File: src/rtl/johnson_phase_monitor_pkg.sv
// Shared types and defaults for the Johnson counter phase monitor.
// Holds the lock FSM state encoding and the default counter geometry.
package johnson_phase_monitor_pkg;

    localparam int unsigned DEF_WIDTH    = 4;
    localparam int unsigned DEF_LOCK_CNT = 4;
    localparam int unsigned DEF_REV_W    = 8;
    localparam int unsigned ERR_W        = 8;
    localparam int unsigned GOOD_W       = 4;

    typedef enum logic [1:0] {
        IDLE  = 2'd0,
        ACQ   = 2'd1,
        LOCK  = 2'd2,
        FAULT = 2'd3
    } state_t;

endpackage

File: src/rtl/johnson_decode.sv
// Combinational Johnson code decoder: legality, phase index, one-hot phase
// and the canonical successor code.
module johnson_decode #(
    parameter int unsigned WIDTH = 4
) (
    input  logic [WIDTH-1:0]              code,
    output logic                          legal,
    output logic [$clog2(2*WIDTH)-1:0]    idx,
    output logic [2*WIDTH-1:0]            onehot,
    output logic [WIDTH-1:0]              next_code
);

    localparam int unsigned NPH = 2 * WIDTH;
    localparam int unsigned IW  = $clog2(NPH);

    logic [IW-1:0]    pop;
    logic [WIDTH-1:0] lo_mask;
    logic [WIDTH-1:0] hi_mask;

    // Legal codes are thermometers: LSB-filled when MSB=0, MSB-filled when MSB=1.
    always_comb begin
        pop     = '0;
        lo_mask = '0;
        hi_mask = '0;
        legal   = 1'b0;
        idx     = '0;
        onehot  = '0;
        for (int i = 0; i < WIDTH; i++) begin
            pop = pop + IW'(code[i]);
        end
        for (int i = 0; i < WIDTH; i++) begin
            lo_mask[i]           = (IW'(i) < pop);
            hi_mask[WIDTH-1-i]   = (IW'(i) < pop);
        end
        if (!code[WIDTH-1]) begin
            legal = (code == lo_mask);
            idx   = pop;
        end else begin
            legal = (code == hi_mask);
            idx   = IW'(NPH) - pop;
        end
        if (legal) begin
            onehot = NPH'(1) << idx;
        end
    end

    assign next_code = {code[WIDTH-2:0], ~code[WIDTH-1]};

endmodule

File: src/rtl/johnson_phase_monitor.sv
// Samples a Johnson counter each clock, decodes its phase and tracks lock,
// revolutions and sequence errors so downstream logic can qualify on locked.
module johnson_phase_monitor
    import johnson_phase_monitor_pkg::*;
#(
    parameter int unsigned WIDTH    = DEF_WIDTH,
    parameter int unsigned LOCK_CNT = DEF_LOCK_CNT,
    parameter int unsigned REV_W    = DEF_REV_W
) (
    input  logic                          clk,
    input  logic                          reset,
    input  logic [WIDTH-1:0]              count_in,
    output logic [$clog2(2*WIDTH)-1:0]    phase_idx,
    output logic [2*WIDTH-1:0]            phase_onehot,
    output logic                          code_valid,
    output logic                          locked,
    output logic                          seq_err,
    output logic                          fault,
    output logic                          rev_pulse,
    output logic [REV_W-1:0]              rev_count,
    output logic [ERR_W-1:0]              err_count
);

    localparam int unsigned NPH = 2 * WIDTH;
    localparam int unsigned IW  = $clog2(NPH);

    state_t             state_q, state_d;
    logic [GOOD_W-1:0]  good_q, good_d;
    logic [WIDTH-1:0]   last_q;
    logic               seq_err_d;
    logic               rev_pulse_d;
    logic [REV_W-1:0]   rev_count_d;
    logic [ERR_W-1:0]   err_count_d;

    logic               in_legal, last_legal;
    logic [IW-1:0]      in_idx, last_idx;
    logic [NPH-1:0]     in_onehot, last_onehot;
    logic [WIDTH-1:0]   in_next, last_next;
    logic               succ;
    logic               unused_last;

    johnson_decode #(.WIDTH(WIDTH)) u_dec_in (
        .code      (count_in),
        .legal     (in_legal),
        .idx       (in_idx),
        .onehot    (in_onehot),
        .next_code (in_next)
    );

    johnson_decode #(.WIDTH(WIDTH)) u_dec_last (
        .code      (last_q),
        .legal     (last_legal),
        .idx       (last_idx),
        .onehot    (last_onehot),
        .next_code (last_next)
    );

    assign unused_last = ^{last_idx, last_onehot, in_next};

    // A stall or skipped phase never matches the successor of last_q.
    assign succ = in_legal && last_legal && (count_in == last_next);

    // Lock FSM next state and event generation.
    always_comb begin
        state_d     = state_q;
        good_d      = good_q;
        seq_err_d   = 1'b0;
        rev_pulse_d = 1'b0;
        rev_count_d = rev_count;
        err_count_d = err_count;
        case (state_q)
            IDLE: begin
                if (in_legal) begin
                    state_d = ACQ;
                    good_d  = '0;
                end
            end
            ACQ: begin
                if (!in_legal) begin
                    state_d = IDLE;
                end else if (!succ) begin
                    good_d = '0;
                end else if (good_q == GOOD_W'(LOCK_CNT - 1)) begin
                    state_d = LOCK;
                    good_d  = GOOD_W'(LOCK_CNT);
                end else begin
                    good_d = good_q + GOOD_W'(1);
                end
            end
            LOCK: begin
                if (!succ) begin
                    state_d   = FAULT;
                    seq_err_d = 1'b1;
                end else if (in_idx == '0) begin
                    rev_pulse_d = 1'b1;
                end
            end
            FAULT: begin
                state_d = in_legal ? ACQ : IDLE;
                good_d  = '0;
            end
            default: begin
                state_d = IDLE;
                good_d  = '0;
            end
        endcase
        if (rev_pulse_d) begin
            rev_count_d = rev_count + REV_W'(1);
        end
        if (seq_err_d && (err_count != '1)) begin
            err_count_d = err_count + ERR_W'(1);
        end
    end

    always_ff @(posedge clk) begin
        if (reset) begin
            state_q      <= IDLE;
            good_q       <= '0;
            last_q       <= '0;
            phase_idx    <= '0;
            phase_onehot <= '0;
            code_valid   <= 1'b0;
            locked       <= 1'b0;
            seq_err      <= 1'b0;
            fault        <= 1'b0;
            rev_pulse    <= 1'b0;
            rev_count    <= '0;
            err_count    <= '0;
        end else begin
            state_q      <= state_d;
            good_q       <= good_d;
            last_q       <= count_in;
            phase_idx    <= in_legal ? in_idx : phase_idx;
            phase_onehot <= in_onehot;
            code_valid   <= in_legal;
            locked       <= (state_d == LOCK);
            seq_err      <= seq_err_d;
            fault        <= (state_d == FAULT);
            rev_pulse    <= rev_pulse_d;
            rev_count    <= rev_count_d;
            err_count    <= err_count_d;
        end
    end

endmodule

File: config.mk
export PLATFORM = sky130hd
export DESIGN_NAME = johnson_phase_monitor
export DESIGN_NICKNAME = d
export VERILOG_FILES = /design/src/rtl/johnson_phase_monitor_pkg.sv /design/src/rtl/johnson_decode.sv /design/src/rtl/johnson_phase_monitor.sv
export SDC_FILE = /design/constraint.sdc
export NUM_CORES = 1
export LEC_CHECK = 0
export ABC_CLOCK_PERIOD_IN_PS = 4000
export CAP_MARGIN = 10
export CORE_MARGIN = 4
export CORE_UTILIZATION = 30
export CTS_BUF_LIST = sky130_fd_sc_hd__clkbuf_8
export DETAILED_ROUTE_END_ITERATION = 8
export HOLD_SLACK_MARGIN = 0.12
export SLEW_MARGIN = 10
export SYNTH_ARGS = -nofsm -noshare
export SYNTH_HDL_FRONTEND = slang
export SYNTH_SLANG_ARGS = --single-unit
File: constraint.sdc
create_clock -name clk -period 4 [get_ports clk]
set_clock_uncertainty 0.1 [all_clocks]
set_input_delay 0.8 -clock clk [delete_from_list [all_inputs] [get_ports clk]]
set_output_delay 0.8 -clock clk [all_outputs]
set_load 0.02 [all_outputs]
==> flow_metrics.env, run 1 <==
export IMPL_ir_drop_uv=133
export IMPL_synth_ff_latch_count=42
export IMPL_synth_ff_type="dfxtp_1"
export IMPL_hold_viol=0
export IMPL_postSynth_asyncResetShare=0
export IMPL_grt_setup_unrepaired="false"
export IMPL_wl_um=5080
export IMPL_fp_dieArea_sq_mm=0.00866
export IMPL_worstMarginPinSlew_ns=0.411
export IMPL_slew_violations=0
export IMPL_route_detailed_drc=0
export IMPL_initial_core_util=0.314
export IMPL_reg2reg_from="last_q[1]"
export IMPL_netlist_area_sq_mm=0.00217
export IMPL_crit_type="input pin to register"
export IMPL_first_pass_iters=4
export IMPL_cts_root_buf="clkbuf_8"
export IMPL_io_pins=38
export IMPL_synthCells=246
export IMPL_hold_path_depth=1
export IMPL_grt_pass1_vias=1849
export IMPL_num_vias=2005
export IMPL_finish_utilization=0.438
export IMPL_drt_wirelength_per_cell_um=12.6
export IMPL_ff2ff_setup_slack_ns=0.55
export IMPL_final_nets=326
export IMPL_hpwl_um=3860
export IMPL_grt_total_usage=0.121
export IMPL_reg2regPathDepth=10
export IMPL_cts_sinks=42
export IMPL_htreeDepth=2
export IMPL_gp_congestion=0.776
export IMPL_drtIter0Drc=48
export IMPL_max_freq_ghz=0.268
export IMPL_fin_setup_tns_ns=0
export IMPL_synth_top_area_frac=0.387
export IMPL_via_per_inst=4.96
export IMPL_gr_total_overflow=0
export IMPL_outcome="completed"
export IMPL_leakagePower_nw=1.11
export IMPL_hold_path_end="good_q[1]"
export IMPL_port_buffers=37
export IMPL_grt_pass1_wl_um=8630
export IMPL_clock_latency_ns=0.29
export IMPL_cts_max_path_buffers=2
export IMPL_p_per_area_mw_per_mm2=317
export IMPL_synth_edf_count=0
export IMPL_clkTransAtPathRegs_ns=0.08
export IMPL_die_w_um=93.1
export IMPL_cp_max_fo=7
export IMPL_cts_tree="yes"
export IMPL_hold_start="good_q[1]"
export IMPL_r2r_end="rev_count[3]"
export IMPL_drv_cap=0
export IMPL_cp_required_ns=4.13
export IMPL_final_seq_area_sq_um=841
export IMPL_syn_to_final_growth_pct=39.3
export IMPL_slew_headroom=0.725
export IMPL_rows=30
export IMPL_yosys_area_top_type="dfxtp_1"
export IMPL_synth_fp_nets=265
export IMPL_antenna_found_initial=0
export IMPL_synth_area_top_cells="dfxtp_1 (39%), ha_1 (5.8%), a21oi_1 (3.5%)"
export IMPL_fin_crit_sh=0.934
export IMPL_drive_above_1_share=0.179
export IMPL_grt_max_degree=31
export IMPL_filler_cell_count=690
export IMPL_min_period_ns=3.74
export IMPL_yosysWarnings=0
export IMPL_cp_data_arrival_time_ns=3.86
export IMPL_setup_viol=0
export IMPL_start_kind="input pin"
export IMPL_multi_input_area_sq_mm=0.00130
export IMPL_cts_buffers=5
export IMPL_ctsHoldBuffers=0
export IMPL_syn_avg_cell_area_sq_um=8.82
export IMPL_cp_end_kind="register"
export IMPL_synth_cell_types=52
export IMPL_ant_nets=0
export IMPL_antennaDiodeCount=0
export IMPL_dp_slack_ns=-0.402
export IMPL_seq_area_frac_synth=0.387
export IMPL_fin_ws_ns=0.264
export IMPL_hp_class="register to register"
export IMPL_die_y_um=93.1
export IMPL_core_sq_mm=0.00691
sequential cells by signal, indices dropped and copies added, names as in the netlist:
name,flops
seq_err,1
good_q,4
rev_count,8
last_q,4
state_q,2
rev_pulse,1
code_valid,1
fault,1
locked,1
err_count,8
phase_idx,3
phase_onehot,8
logic make-up after synthesis:
logic type / synth area share
compound gates: 0.175
xor+xnor: 0.0202
fa+ha+maj: 0.0853
buf+inv: 0.0450
flops: 0.387
mux: 0.0288
simple gates: 0.259
layout make-up:
class,count,area share
Clock buffer,5,0.0228
Clock inverter,3,0.0149
Inverter,13,0.0161
Multi-Input combinational cell,179,0.430
Sequential cell,42,0.278
Tap cell,96,0.0397
Timing Repair Buffer,66,0.199
how the worst max path moves through the flow:
stage                     start           end  slack [ns]  depth (start not counted)
floorplan           count_in[0]  rev_count[5]      0.0005                         12
global placement    count_in[0]  rev_count[3]       -0.34                         11
detailed placement  count_in[0]  rev_count[4]       -0.40                         11
CTS                 count_in[0]  rev_count[7]        0.02                         11
global route        count_in[2]  rev_count[7]        0.16                         11
finish              count_in[2]  rev_count[3]        0.26                         10
cells in the mapped netlist (all sizes together), types with 3 or more instances:
cell type / number
buf: 4
nand4b: 3
nand2b: 3
nand3b: 4
nand3: 11
and3: 4
nor3b: 4
dfxtp: 42
mux2i: 4
o21ai: 7
inv: 13
nor2b: 11
a21oi: 15
or4: 5
o31ai: 5
clkbuf: 8
a211oi: 3
nand2: 14
xnor2: 3
ha: 10
fa: 3
o2bb2ai: 3
nor3: 11
nor2: 16
or3: 6
nand4: 3
power breakdown:
group          total [mW]  leakage [nW]  internal, mW  switching [mW]
sequential          0.432         0.340         0.426         0.00616
combinational       0.191         0.723        0.0940          0.0970
clock               0.335        0.0504         0.186           0.149
total               0.958          1.11         0.706           0.252
through the flow:
stage	cells	area, sq um	hold WS, ns	power, mW
after floorplan	246	2200	0.359	0.553
after global placement	395	2840	0.361	0.625
after detailed placement	395	2840	0.375	0.628
after CTS	403	2960	0.394	0.968
after global routing	404	3020	0.407	1.01
final	404	3020	0.391	0.958
layout by cell type (no fill, tap or decap), types with 3 or more instances in the layout:
| cell | count |
|---|---|
| or3_1 | 5 |
| and3_1 | 4 |
| clkdlybuf4s50_1 | 35 |
| dfxtp_1 | 42 |
| nand4_1 | 3 |
| nor2_1 | 16 |
| nor2b_1 | 11 |
| buf_4 | 27 |
| nand2b_1 | 3 |
| o2bb2ai_1 | 3 |
| a211oi_1 | 3 |
| nand2_1 | 14 |
| clkbuf_8 | 5 |
| nor3b_1 | 4 |
| or4_4 | 3 |
| mux2i_1 | 4 |
| o21ai_0 | 7 |
| nand3b_1 | 4 |
| inv_1 | 12 |
| o31ai_1 | 5 |
| nor3_1 | 11 |
| nand4b_1 | 3 |
| nand3_1 | 10 |
| xnor2_1 | 3 |
| a21oi_1 | 13 |
| ha_1 | 9 |
critical path, stage by stage:
cell	delay (ns)
clkdlybuf4s50_1	0.45
fa_1	0.59
inv_2	0.05
fa_2	0.34
mux2i_1	0.18
xnor2_1	0.16
nand3_2	0.10
or4_4	0.55
or4_4	0.51
a21oi_2	0.14
repair_timing:
action / in CTS / in global routing
resized for setup: 2 / 12
setup endpoints to repair: 9 / 12
buffers inserted: 0 / 1
pin swaps: 3 / 12
per-layer routing:
layer  wire length, um  track usage  vias up
li1                  -            -     1016
met3               257       0.0233        6
met4                70       0.0403        0
met1              2300        0.154      946
met2              2450        0.204       37
met5                 0            0        -
Power figures use the tool's default switching activity.
==> inputs of run 2 (changes only) <==
Settings changed: ABC_CLOCK_PERIOD_IN_PS 4000 to 3300.
Clock period 4 ns to 3.3 ns, I/O delays scaled along.
==> run 2 against run 1 <==
  * The run now ends with setup timing left
  * Count of clock-buffer cells in the layout unchanged
  * Die area stayed put
  * Worst hold slack worse by 0.0036 ns
  * Register-to-register slack worse by 0.43 ns
  * Combinational power grew 31%
  * Sequential cell count did not move
  * Clock power grew 25%
  * Total power rose by 24%
  * Setup slack worse by 0.39 ns
  * Critical endpoint unchanged
==> flow_metrics.env, run 2 (synthesized netlist as in run 1, its figures left out) <==
export IMPL_final_cell_mix="dfxtp_1 (42), buf_4 (37), clkdlybuf4s50_1 (33)"
export IMPL_reg_top3="err_count (8), phase_onehot (8), rev_count (8)"
export IMPL_ir_drop_uv=288
export IMPL_die_w_um=93.1
export IMPL_leakagePower_nw=1.16
export IMPL_hp_class="register to register"
export IMPL_start_kind="input pin"
export IMPL_first_pass_iters=4
export IMPL_cp_max_fo=7
export IMPL_slew_violations=0
export IMPL_antenna_found_initial=0
export IMPL_gp_congestion=0.761
export IMPL_final_common_cell="dfxtp_1"
export IMPL_fp_dieArea_sq_mm=0.00866
export IMPL_via_per_inst=4.89
export IMPL_grt_total_usage=0.126
export IMPL_grt_pass1_wl_um=8950
export IMPL_p_int_mw=0.872
export IMPL_antennaDiodeCount=0
export IMPL_cts_buffers=5
export IMPL_reg2reg_from="last_q[0]"
export IMPL_violations="setup timing"
export IMPL_hold_path_depth=2
export IMPL_core_sq_mm=0.00691
export IMPL_die_y_um=93.1
export IMPL_reg2regPathDepth=10
export IMPL_worstMarginPinSlew_ns=0.382
export IMPL_grt_max_degree=30
export IMPL_grt_pass1_vias=1971
export IMPL_clockPowerShare=0.351
export IMPL_hold_start="rev_count[7]"
export IMPL_final_nets=338
export IMPL_cts_tree="yes"
export IMPL_ant_nets=0
export IMPL_min_period_ns=3.43
export IMPL_io_pins=38
export IMPL_fin_hold_ws_ns=0.388
export IMPL_wl_um=5240
export IMPL_drive_above_1_share=0.228
export IMPL_grt_setup_unrepaired="true"
export IMPL_multi_input_area_sq_mm=0.00132
export IMPL_gr_usage_met3=0.0394
export IMPL_cts_sinks=42
export IMPL_grt_busiest_layer="met2"
export IMPL_r2r_end="rev_count[3]"
export IMPL_filler_cell_count=677
export IMPL_finish_utilization=0.455
export IMPL_port_buffers=37
export IMPL_setup_viol=11
export IMPL_outcome="complete, but fails checks"
export IMPL_cp_end_kind="register"
export IMPL_ff2ff_setup_slack_ns=0.12
export IMPL_num_vias=2035
export IMPL_crit_type="input pin to register"
export IMPL_initial_core_util=0.314
export IMPL_clkTransAtPathRegs_ns=0.09
export IMPL_drv_cap=0
export IMPL_syn_to_final_growth_pct=44.8
export IMPL_slew_headroom=0.745
export IMPL_fin_crit_sh=1.04
export IMPL_drt_wirelength_per_cell_um=12.6
export IMPL_p_sw_frac=0.267
export IMPL_hold_viol=0
export IMPL_htreeDepth=2
export IMPL_fin_ws_ns=-0.131
export IMPL_ctsHoldBuffers=0
export IMPL_p_switching_mw=0.318
export IMPL_final_seq_area_sq_um=841
export IMPL_hpwl_um=3900
export IMPL_final_area_sq_mm=0.00314
export IMPL_p_per_area_mw_per_mm2=379
export IMPL_gr_total_overflow=0
export IMPL_sequentialPowerShare=0.439
export IMPL_max_freq_ghz=0.291
export IMPL_hold_path_end="rev_count[7]"
export IMPL_cts_max_path_buffers=2
export IMPL_pwr_share_comb=0.210
export IMPL_cp_required_ns=3.44
export IMPL_route_detailed_drc=0
export IMPL_cp_data_arrival_time_ns=3.57
export IMPL_drtIter0Drc=56
export IMPL_grtUsageMet2=0.202
export IMPL_clock_latency_ns=0.30
export IMPL_rows=30
export IMPL_placed_area_sq_mm=0.00295
export IMPL_gr_usage_met1=0.162
export IMPL_cts_root_buf="clkbuf_8"
run 2: worst max-delay path, cell delays in order:
cell and delay (ns):
buf_8 0.10, ha_4 0.23, fa_2 0.57, inv_4 0.04, fa_2 0.34, mux2i_1 0.18, xnor2_1 0.15, nand3_2 0.09
or4_4 0.59, or4_4 0.50, a21oi_2 0.12
run 2: power by group through the flow:
stage | logic [mW] | clock network (mW) | registers (mW)
2_1_floorplan | 0.133 | 0 | 0.542
3_3_place_gp | 0.242 | 0 | 0.534
5_1_grt | 0.278 | 0.454 | 0.524
6_report | 0.250 | 0.418 | 0.522
4_1_cts | 0.251 | 0.433 | 0.523
3_5_place_dp | 0.242 | 0 | 0.534
run 2: worst max path at each step:
stage                               to        start  depth (start not counted)
final                     rev_count[3]  count_in[0]                         11
after global routing      rev_count[3]  count_in[0]                         11
after CTS                 rev_count[3]  count_in[1]                         11
after detailed placement  rev_count[3]  count_in[0]                         10
after global placement    rev_count[4]  count_in[0]                         10
after floorplan           rev_count[4]  count_in[0]                         11
run 2: timing repair:
action / CTS / global route
endpoints found under the hold margin: 0 / 0
setup endpoints to repair: 38 / 18
pin swaps: 13 / 13
setup buffers: 3 / 1
gates resized for setup: 18 / 12
run 2: area by class of cell:
cell class	instances	area share
timing repair buffer	78	0.222
clock inverter	3	0.0155
inverter	13	0.0163
multi-input combinational	179	0.419
clock buffer	5	0.0219
tap	96	0.0382
sequential	42	0.267
run 2: metal layers:
metal | up-vias | share of wire
li1 | 1046 | -
met1 | 946 | 0.48
met2 | 37 | 0.45
met3 | 6 | 0.052
met4 | 0 | 0.012
met5 | - | 0
run 2: per-stage QoR:
step	TNS, ns	setup WS (ns)	power (mW)	instances
after floorplan	-4.45	-0.331	0.675	246
after global placement	-21.27	-0.800	0.777	405
after detailed placement	-21.67	-0.823	0.777	405
after CTS	-0.230	-0.0899	1.21	416
after global routing	-1.66	-0.195	1.26	416
final	-0.729	-0.131	1.19	416
